`src/rtl/pool_out_writer.sv`:
```
// Pool-stage output sink: takes handshaked DN-lane words and writes them to one
// feature-RAM bank at consecutive addresses, then pulses done once the count is stored.
module pool_out_writer #(
  parameter int DW = 8,
  parameter int DN = 7,
  parameter int AW = 10
) (
  input  logic             clk,
  input  logic             rst_n,
  input  logic             cfg_start,
  input  logic [AW-1:0]    cfg_base,
  input  logic [AW-1:0]    cfg_len,
  input  logic             cfg_bank,
  input  logic [DN*DW-1:0] s_data,
  input  logic             s_valid,
  output logic             s_ready,
  output logic             wr_en,
  input  logic             wr_gnt,
  output logic             wr_bank,
  output logic [AW-1:0]    wr_addr,
  output logic [DN*DW-1:0] wr_data,
  output logic             busy,
  output logic             done,
  output logic             ovf,
  output logic [1:0]       dbg_state
);

  localparam int WW = DN * DW;

  // Handshake: a word moves on s_* when s_valid && s_ready at a rising edge;
  // a RAM write completes when wr_en && wr_gnt at a rising edge, and wr_* hold
  // their values until then.

  typedef enum logic [1:0] {
    S_IDLE  = 2'd0,
    S_RUN   = 2'd1,
    S_DRAIN = 2'd2,
    S_DONE  = 2'd3
  } state_t;

  state_t          state_q, state_d;
  logic [AW-1:0]   base_q, base_d;
  logic [AW-1:0]   len_q, len_d;
  logic            bank_q, bank_d;
  logic [AW-1:0]   count_q, count_d;
  logic            wr_en_q, wr_en_d;
  logic            wr_bank_q, wr_bank_d;
  logic [AW-1:0]   wr_addr_q, wr_addr_d;
  logic [WW-1:0]   wr_data_q, wr_data_d;
  logic            ovf_q, ovf_d;

  logic            s_ready_c;
  logic            busy_c;
  logic            done_c;
  logic            start_ok;
  logic            accept;
  logic            wr_done;
  logic [AW-1:0]   count_inc;
  logic            last_word;

  assign start_ok  = cfg_start && (state_q == S_IDLE);
  assign accept    = s_valid && s_ready_c;
  assign wr_done   = wr_en_q && wr_gnt;
  assign count_inc = count_q + AW'(1);
  assign last_word = (count_inc == len_q);

  // State register
  always_ff @(posedge clk or negedge rst_n) begin
    if (!rst_n) begin
      state_q <= S_IDLE;
    end else begin
      state_q <= state_d;
    end
  end

  // Next-state logic
  always_comb begin
    state_d = state_q;
    case (state_q)
      S_IDLE: begin
        if (cfg_start) begin
          state_d = (cfg_len == '0) ? S_DONE : S_RUN;
        end
      end
      S_RUN: begin
        if (accept && last_word) begin
          state_d = S_DRAIN;
        end
      end
      S_DRAIN: begin
        if (wr_done) begin
          state_d = S_DONE;
        end
      end
      S_DONE:  state_d = S_IDLE;
      default: state_d = S_IDLE;
    endcase
  end

  // Output logic; the pending write slot frees up in the same cycle it is granted
  always_comb begin
    s_ready_c = 1'b0;
    busy_c    = 1'b0;
    done_c    = 1'b0;
    case (state_q)
      S_IDLE: begin
        s_ready_c = 1'b0;
      end
      S_RUN: begin
        s_ready_c = !wr_en_q || wr_gnt;
        busy_c    = 1'b1;
      end
      S_DRAIN: begin
        busy_c    = 1'b1;
      end
      S_DONE: begin
        busy_c    = 1'b1;
        done_c    = 1'b1;
      end
      default: begin
        s_ready_c = 1'b0;
      end
    endcase
  end

  // Datapath next-state
  always_comb begin
    base_d    = base_q;
    len_d     = len_q;
    bank_d    = bank_q;
    count_d   = count_q;
    wr_en_d   = wr_en_q;
    wr_bank_d = wr_bank_q;
    wr_addr_d = wr_addr_q;
    wr_data_d = wr_data_q;
    ovf_d     = ovf_q;

    if (start_ok) begin
      base_d  = cfg_base;
      len_d   = cfg_len;
      bank_d  = cfg_bank;
      count_d = '0;
    end else if (accept) begin
      count_d = count_inc;
    end

    // Address arithmetic wraps modulo 2^AW by construction
    if (accept) begin
      wr_en_d   = 1'b1;
      wr_bank_d = bank_q;
      wr_addr_d = base_q + count_q;
      wr_data_d = s_data;
    end else if (wr_done) begin
      wr_en_d   = 1'b0;
    end

    if (start_ok) begin
      ovf_d = 1'b0;
    end else if ((state_q == S_IDLE) && s_valid) begin
      ovf_d = 1'b1;
    end
  end

  always_ff @(posedge clk or negedge rst_n) begin
    if (!rst_n) begin
      base_q    <= '0;
      len_q     <= '0;
      bank_q    <= 1'b0;
      count_q   <= '0;
      wr_en_q   <= 1'b0;
      wr_bank_q <= 1'b0;
      wr_addr_q <= '0;
      wr_data_q <= '0;
      ovf_q     <= 1'b0;
    end else begin
      base_q    <= base_d;
      len_q     <= len_d;
      bank_q    <= bank_d;
      count_q   <= count_d;
      wr_en_q   <= wr_en_d;
      wr_bank_q <= wr_bank_d;
      wr_addr_q <= wr_addr_d;
      wr_data_q <= wr_data_d;
      ovf_q     <= ovf_d;
    end
  end

  assign s_ready   = s_ready_c;
  assign busy      = busy_c;
  assign done      = done_c;
  assign wr_en     = wr_en_q;
  assign wr_bank   = wr_bank_q;
  assign wr_addr   = wr_addr_q;
  assign wr_data   = wr_data_q;
  assign ovf       = ovf_q;
  assign dbg_state = state_q;

endmodule

```
`config.mk`:
```
export PLATFORM = sky130hd
export DESIGN_NAME = pool_out_writer
export DESIGN_NICKNAME = d
export VERILOG_FILES = /design/src/rtl/pool_out_writer.sv
export SDC_FILE = /design/constraint.sdc
export NUM_CORES = 1
export LEC_CHECK = 0
export ABC_AREA = 1
export CAP_MARGIN = 20
export CORE_MARGIN = 2
export CORE_UTILIZATION = 50
export CTS_CLUSTER_DIAMETER = 50
export DETAILED_ROUTE_END_ITERATION = 16
export PLACE_DENSITY = 0.86
export SYNTH_ARGS = -nofsm -noshare
export SYNTH_HDL_FRONTEND = slang
export SYNTH_SLANG_ARGS = --single-unit
```
`constraint.sdc`:
```
create_clock -name clk -period 4.7 [get_ports clk]
set_clock_uncertainty 0.2 [all_clocks]
set_input_delay 0.47 -clock clk [delete_from_list [all_inputs] [get_ports clk]]
set_output_delay 0.47 -clock clk [all_outputs]
set_load 0.01 [all_outputs]
```
==> run_results.csv, run 1 <==
group,metric,value,unit
finish,layout-drive-gt1-share,0.0534,
global_route,gr-total-overflow,0,
detailed_routing,vias_per_cell,5.13,
clocking,cts_made_buffers,9,
synthesis,ys_ff_latch,102,
synthesis,synthTopCellsByCount,"nand2_1 (299), dfrtp_1 (102), inv_1 (34)",
synthesis,yosys_warnings,0,
pwr,internal_power,2.39,mW
sta,tns,0,ns
synthesis,syn_area,4740,um2
floorplanning,io-pin-count,156,
pwr,swShare,0.378,
clocking,insertion_delay,0.36,ns
synthesis,synthTopCellsByArea,"dfrtp_1 (54%), nand2_1 (24%), ha_1 (4.0%), inv_1 (2.7%), o21ai_0 (2.3%)",
clocking,cts_tree,"yes",
floorplanning,die_area,10300,um2
finish,antennaDiodeCount,0,
sta,setup_viol,0,
synthesis,synth_most_common_cell,"nand2_1",
floorplanning,num_rows,35,
pwr,power_density,584,nW/um2
sta,setup_ws,2.08,ns
global_route,track_usage,0.245,
pwr,seqPwrFrac,0.390,
synthesis,synthCells,573,
critical_path,crit_buf_inv,3,
place,place.gp.congestion,0.902,
sta,rsz0062_at_grt,"false",
clocking,clk_pin_slew_worst_paths,0.11,ns
critical_path,arrival,2.69,ns
pwr,ir_drop,0.000394,V
finish,nets,823,
clocking,post_cts_buffers,0,
synthesis,yosysSeqAreaShare,0.539,
synthesis,synth_edf_count,0,
sta,finalMaxSlewViolations,0,
critical_path,slowest_delay,0.56,ns
global_route,grt_max_degree,72,
global_route,antenna_found_initial,0,
detailed_routing,post_drt_wl_per_cell,14.6,um
finish,multi_input_area,1980,um2
floorplanning,core,9200,um2
detailed_routing,finalWirelength,12300,um
synthesis,synth_top_cell_area_share,0.539,
sta,period_minus_slack,2.62,ns
critical_path,crit_path_top_delay_cell,"buf_4",
critical_path,crit_path_max_fanout,60,
clocking,cts_resized,0,
detailed_routing,drt-initial-drc-count,209,
detailed_routing,ant_nets,0,
critical_path,end_kind,"flip-flop",
sta,hold_violations,0,
synthesis,syn_avg_cell_area,8.27,um2
global_route,grt_pass1_wl,20100,um
global_route,first_global_vias,4431,
pwr,p_clk_frac,0.152,
place,dpl.hpwl,9090,um
synthesis,ys_types,32,
sta,fmax,381,MHz
pwr,p_switching,1.45,mW
synthesis,synth_ff_type,"dfrtp_1",
finish,fillerInstances,680,
detailed_routing,drc,0,
synthesis,syn_nets,671,
synthesis,synthArstFlopShare,1.00,
critical_path,crit_family,"buffers and inverters",
floorplanning,die-width,101,um
detailed_routing,vias,4318,
critical_path,crit_path_frequent_cell,"inv_1",
clocking,cts.sinks,102,
clocking,clk_path_buf_depth,2,
finish,finalInstanceArea,6590,um2
critical_path,critPathKind,"reg -> reg",
finish,syn_to_final_growth,39.1,%
pwr,p_leak,3.25,nW
worst_hold_path,hp-class,"in -> async",
floorplanning,start_util,0.515,
finish,register_area,2550,um2
detailed_routing,drt-pass1-iter-count,5,
place,place_area,6380,um2
clocking,root_buffer,"clkbuf_8",
critical_path,start_kind,"flip-flop",
critical_path,path_cells,"inv_1, ha_1, inv_1, a21oi_2, nand2_2, buf_4, nand2_1, o21ai_0",
sta,max_slew_margin,0.381,
place,io_buffers,155,
status,status,"complete, no violations",
critical_path,cp.required,4.77,ns
sta,fin_crit_sh,0.558,
clocking,holdBufCountCts,0,
clocking,htree_levels,3,
place,post-place-ws,1.87,ns
floorplanning,die_height,101,um
flow_run,drv_cap,0,
pwr,p_comb_frac,0.458,
synthesis,yosysTopAreaCell,"dfrtp_1",
sta,tightestPinTransition,0.928,ns
cell type report:
type,count,share of cell area
flip-flops and latches,102,0.387
multi-input cells,417,0.300
repair buffers,158,0.238
inverters,37,0.0211
well taps,111,0.0211
clock buffers,9,0.0188
clock inverters,7,0.0129
stage by stage:
step,hold WS [ns],power [mW],instances,utilization
floorplan,-0.0256,2.36,573,-
global placement,0.261,3.21,825,0.694
detailed placement,0.265,3.28,825,0.694
CTS,0.0558,3.87,841,0.717
global route,0.0863,4.13,841,0.717
finish,0.0227,3.85,841,0.717
cells by family (layout without fill, tap and decap cells):
family                     after synthesis  in the layout  synth area share
and+or+nand+nor                        346            346             0.292
AOI/OAI and AO/OA                       43             43            0.0544
xor gates and xnor gates                12             12            0.0280
adders and majority gates               16             16            0.0438
DFF                                    102            102             0.539
buffers and inverters                   54            211            0.0433
layout by cell type (no fill, tap or decap), types with 5 or more instances in the layout:
cell,netlist,final
nand2_1,299,299
clkdlybuf4s50_1,0,154
dfrtp_1,102,102
inv_1,34,34
o21ai_0,22,22
nand3_1,15,15
ha_1,15,15
nor2_1,9,9
clkbuf_8,0,9
xor2_1,8,8
a21oi_1,7,7
nor2_2,6,6
o22ai_1,6,6
nand2_2,5,5
metal layers:
metal	vias up	part of all wire	global-route usage
li1	2079	-	-
met1	2077	0.41	0.309
met4	0	0.024	0.0790
met3	24	0.057	0.0518
met2	138	0.51	0.424
met5	-	0	0
flip-flops by register name, summed over array words and instances, names as in the netlist:
signal	flops
len_q	10
wr_data	56
bank_q	1
count_q	10
wr_addr	10
wr_en	1
dbg_state	2
base_q	10
wr_bank	1
ovf	1
final timing paths:
check,start,end,slack (ns),depth (start not counted)
max,dbg_state[1],count_q[9],2.08,8
max in group asynchronous,rst_n,wr_data[18],3.32,2
min reg2reg,wr_data[54],wr_data[54],0.29,2
min,rst_n,dbg_state[1],0.02,1
min in group clk,wr_data[54],wr_data[54],0.29,2
max reg2reg,dbg_state[1],count_q[9],2.08,8
worst register-to-register path: cells and delay by family (launching register included):
family / cells / cell delay [ns]
buffers and inverters: 3 / 0.75
and+or+nand+nor: 2 / 0.64
DFF: 1 / 0.44
AOI/OAI and AO/OA: 2 / 0.30
adders and majority gates: 1 / 0.19
power by group through the flow:
stage / sequential (mW) / combinational [mW] / clock (mW)
3_5_place_dp: 1.50 / 1.77 / 0
2_1_floorplan: 1.60 / 0.764 / 0
6_report: 1.50 / 1.76 / 0.583
4_1_cts: 1.50 / 1.78 / 0.593
5_1_grt: 1.54 / 1.96 / 0.633
3_3_place_gp: 1.49 / 1.71 / 0
Power figures use the tool's default switching activity.
==> run 2, diff against run 1 <==
CORE_UTILIZATION = 46   (was 50)
PLACE_DENSITY = 0.8   (was 0.86)
clock period = 2.6 ns   (was 4.7 ns; I/O delays follow)
==> run_results.csv, run 2 (same netlist as run 1, synthesis figures left out) <==
group,metric,value,unit
detailed_routing,post_drt_wl_per_cell,14.0,um
status,status,"complete, no violations",
critical_path,start_kind,"flip-flop",
critical_path,crit_path_top_delay_cell,"clkdlybuf4s50_1",
critical_path,critPathKind,"reg -> out",
global_route,grt_util_met3,0.0600,
pwr,internal_power,4.40,mW
critical_path,crit_family,"buffers and inverters",
floorplanning,die_area,11100,um2
finish,syn_to_final_growth,41.2,%
finish,post-route-util,0.660,
critical_path,timing.rr.start,"count_q[0]",
clocking,insertion_delay,0.37,ns
worst_hold_path,holdPathEnd,"wr_data[1]",
floorplanning,num_rows,37,
pwr,p_switching,2.57,mW
global_route,track_usage,0.231,
clocking,htree_levels,3,
clocking,cts_tree,"yes",
sta,tns,0,ns
detailed_routing,drt-initial-drc-count,249,
finish,final_common_cell,"nand2_1",
detailed_routing,vias_per_cell,4.81,
critical_path,crit_buf_inv,3,
global_route,grtUsageMet2,0.391,
sta,fmax,434,MHz
clocking,clk_path_buf_depth,2,
finish,largest_reg_flops,56,
critical_path,end_kind,"output port",
detailed_routing,ant_nets,0,
global_route,antenna_found_initial,0,
pwr,swShare,0.369,
global_route,grt_pass1_wl,20300,um
global_route,gr-total-overflow,0,
clocking,root_buffer,"clkbuf_8",
pwr,power_density,1040,nW/um2
floorplanning,core,10100,um2
finish,antennaDiodeCount,0,
sta,period_minus_slack,2.31,ns
floorplanning,start_util,0.467,
pwr,p_comb_frac,0.464,
detailed_routing,vias,4190,
place,io_buffers,155,
global_route,busiest_layer,"met2",
pwr,seqPwrFrac,0.386,
detailed_routing,drc,0,
sta,setup_viol,0,
detailed_routing,drt-pass1-iter-count,4,
sta,hold_violations,0,
global_route,use_met1,0.281,
critical_path,rrSetupSlack,0.34,ns
sta,rsz0062_at_grt,"false",
pwr,ir_drop,0.000617,V
clocking,cts_resized,0,
sta,fin_crit_sh,0.887,
global_route,first_global_vias,4315,
floorplanning,io-pin-count,156,
worst_hold_path,whs_path_depth,3,
finish,most-common-layout-cells,"nand2_1 (299), clkdlybuf4s50_1 (154), dfrtp_1 (102)",
critical_path,cp.required,2.14,ns
finish,layout-drive-gt1-share,0.0571,
sta,tightestPinTransition,0.691,ns
place,dpl.hpwl,9060,um
finish,nets,828,
global_route,grt_max_degree,60,
detailed_routing,finalWirelength,12200,um
floorplanning,die-width,105,um
floorplanning,die_height,105,um
sta,finalMaxSlewViolations,0,
pwr,p_clk_frac,0.150,
critical_path,slowest_delay,0.58,ns
critical_path,r2r_end,"wr_addr[6]",
clocking,cts_made_buffers,9,
sta,max_slew_margin,0.539,
clocking,cts.sinks,102,
clocking,clk_pin_slew_worst_paths,0.10,ns
flow_run,drv_cap,0,
worst_hold_path,min_from,"s_data[1]",
pwr,p_leak,3.27,nW
critical_path,crit_path_frequent_cell,"inv_1",
critical_path,reg2regPathDepth,9,
critical_path,crit_path_max_fanout,5,
worst_hold_path,hp-class,"in -> reg",
critical_path,arrival,1.85,ns
critical_path,path_cells,"inv_1, ha_1, inv_1, a21oi_2, clkdlybuf4s50_1",
place,place.gp.congestion,0.837,
run 2: how the worst max path moves through the flow:
stage                 end  depth (start not counted)  slack [ns]          from
4_1_cts           s_ready                          5        0.26  dbg_state[1]
3_3_place_gp   wr_addr[6]                          9        0.43    count_q[0]
3_5_place_dp   wr_addr[8]                          8        0.36    count_q[0]
6_report          s_ready                          5        0.29  dbg_state[1]
5_1_grt        wr_addr[6]                          9        0.04    count_q[0]
2_1_floorplan  wr_addr[6]                          9        0.56    count_q[0]
run 2: layer usage:
metal	wire length [um]	part of all wire	vias up
met5	0	0	-
met4	376	0.031	0
met1	4940	0.41	1927
met3	874	0.072	29
met2	5960	0.49	135
li1	-	-	2099
run 2: area by class of cell:
class	count	area (um2)
clock inverter	4	55.1
clock buffer	12	155
fill	829	3450
tap	136	170
inverter	37	139
multi-input combinational	417	1980
timing repair buffer	163	1640
sequential	102	2550
run 2: what timing repair did:
action | CTS | global route
buffers inserted | 0 | 0
hold buffers | 1 | 0
hold endpoints to repair | 52 | 0
run 2: worst reg2reg max path, stage by stage (launching register included):
cell	delay (ns)
dfrtp_1	0.42
ha_1	0.25
inv_1	0.08
fa_1	0.40
o21ai_0	0.30
nand2_1	0.12
nand2_1	0.08
a21oi_1	0.07
xor2_1	0.14
o21ai_0	0.13
run 2: power groups by stage:
stage / Clock, mW / Sequential [mW] / Combinational (mW)
2_1_floorplan: 0 / 2.89 / 1.38
3_3_place_gp: 0 / 2.69 / 3.18
3_5_place_dp: 0 / 2.70 / 3.26
4_1_cts: 1.07 / 2.69 / 3.27
5_1_grt: 1.13 / 2.78 / 3.58
6_report: 1.04 / 2.69 / 3.24
run 2: metrics by stage:
| stage | area (um2) | instances | setup slack (ns) | hold WS [ns] | total power [mW] |
|---|---|---|---|---|---|
| after floorplan | 4740 | 573 | 0.562 | -0.236 | 4.27 |
| after global placement | 6470 | 854 | 0.432 | 0.136 | 5.87 |
| after detailed placement | 6470 | 854 | 0.362 | 0.141 | 5.96 |
| after CTS | 6690 | 871 | 0.265 | 0.197 | 7.03 |
| after global routing | 6690 | 871 | 0.0366 | 0.204 | 7.49 |
| final | 6690 | 871 | 0.294 | 0.210 | 6.97 |
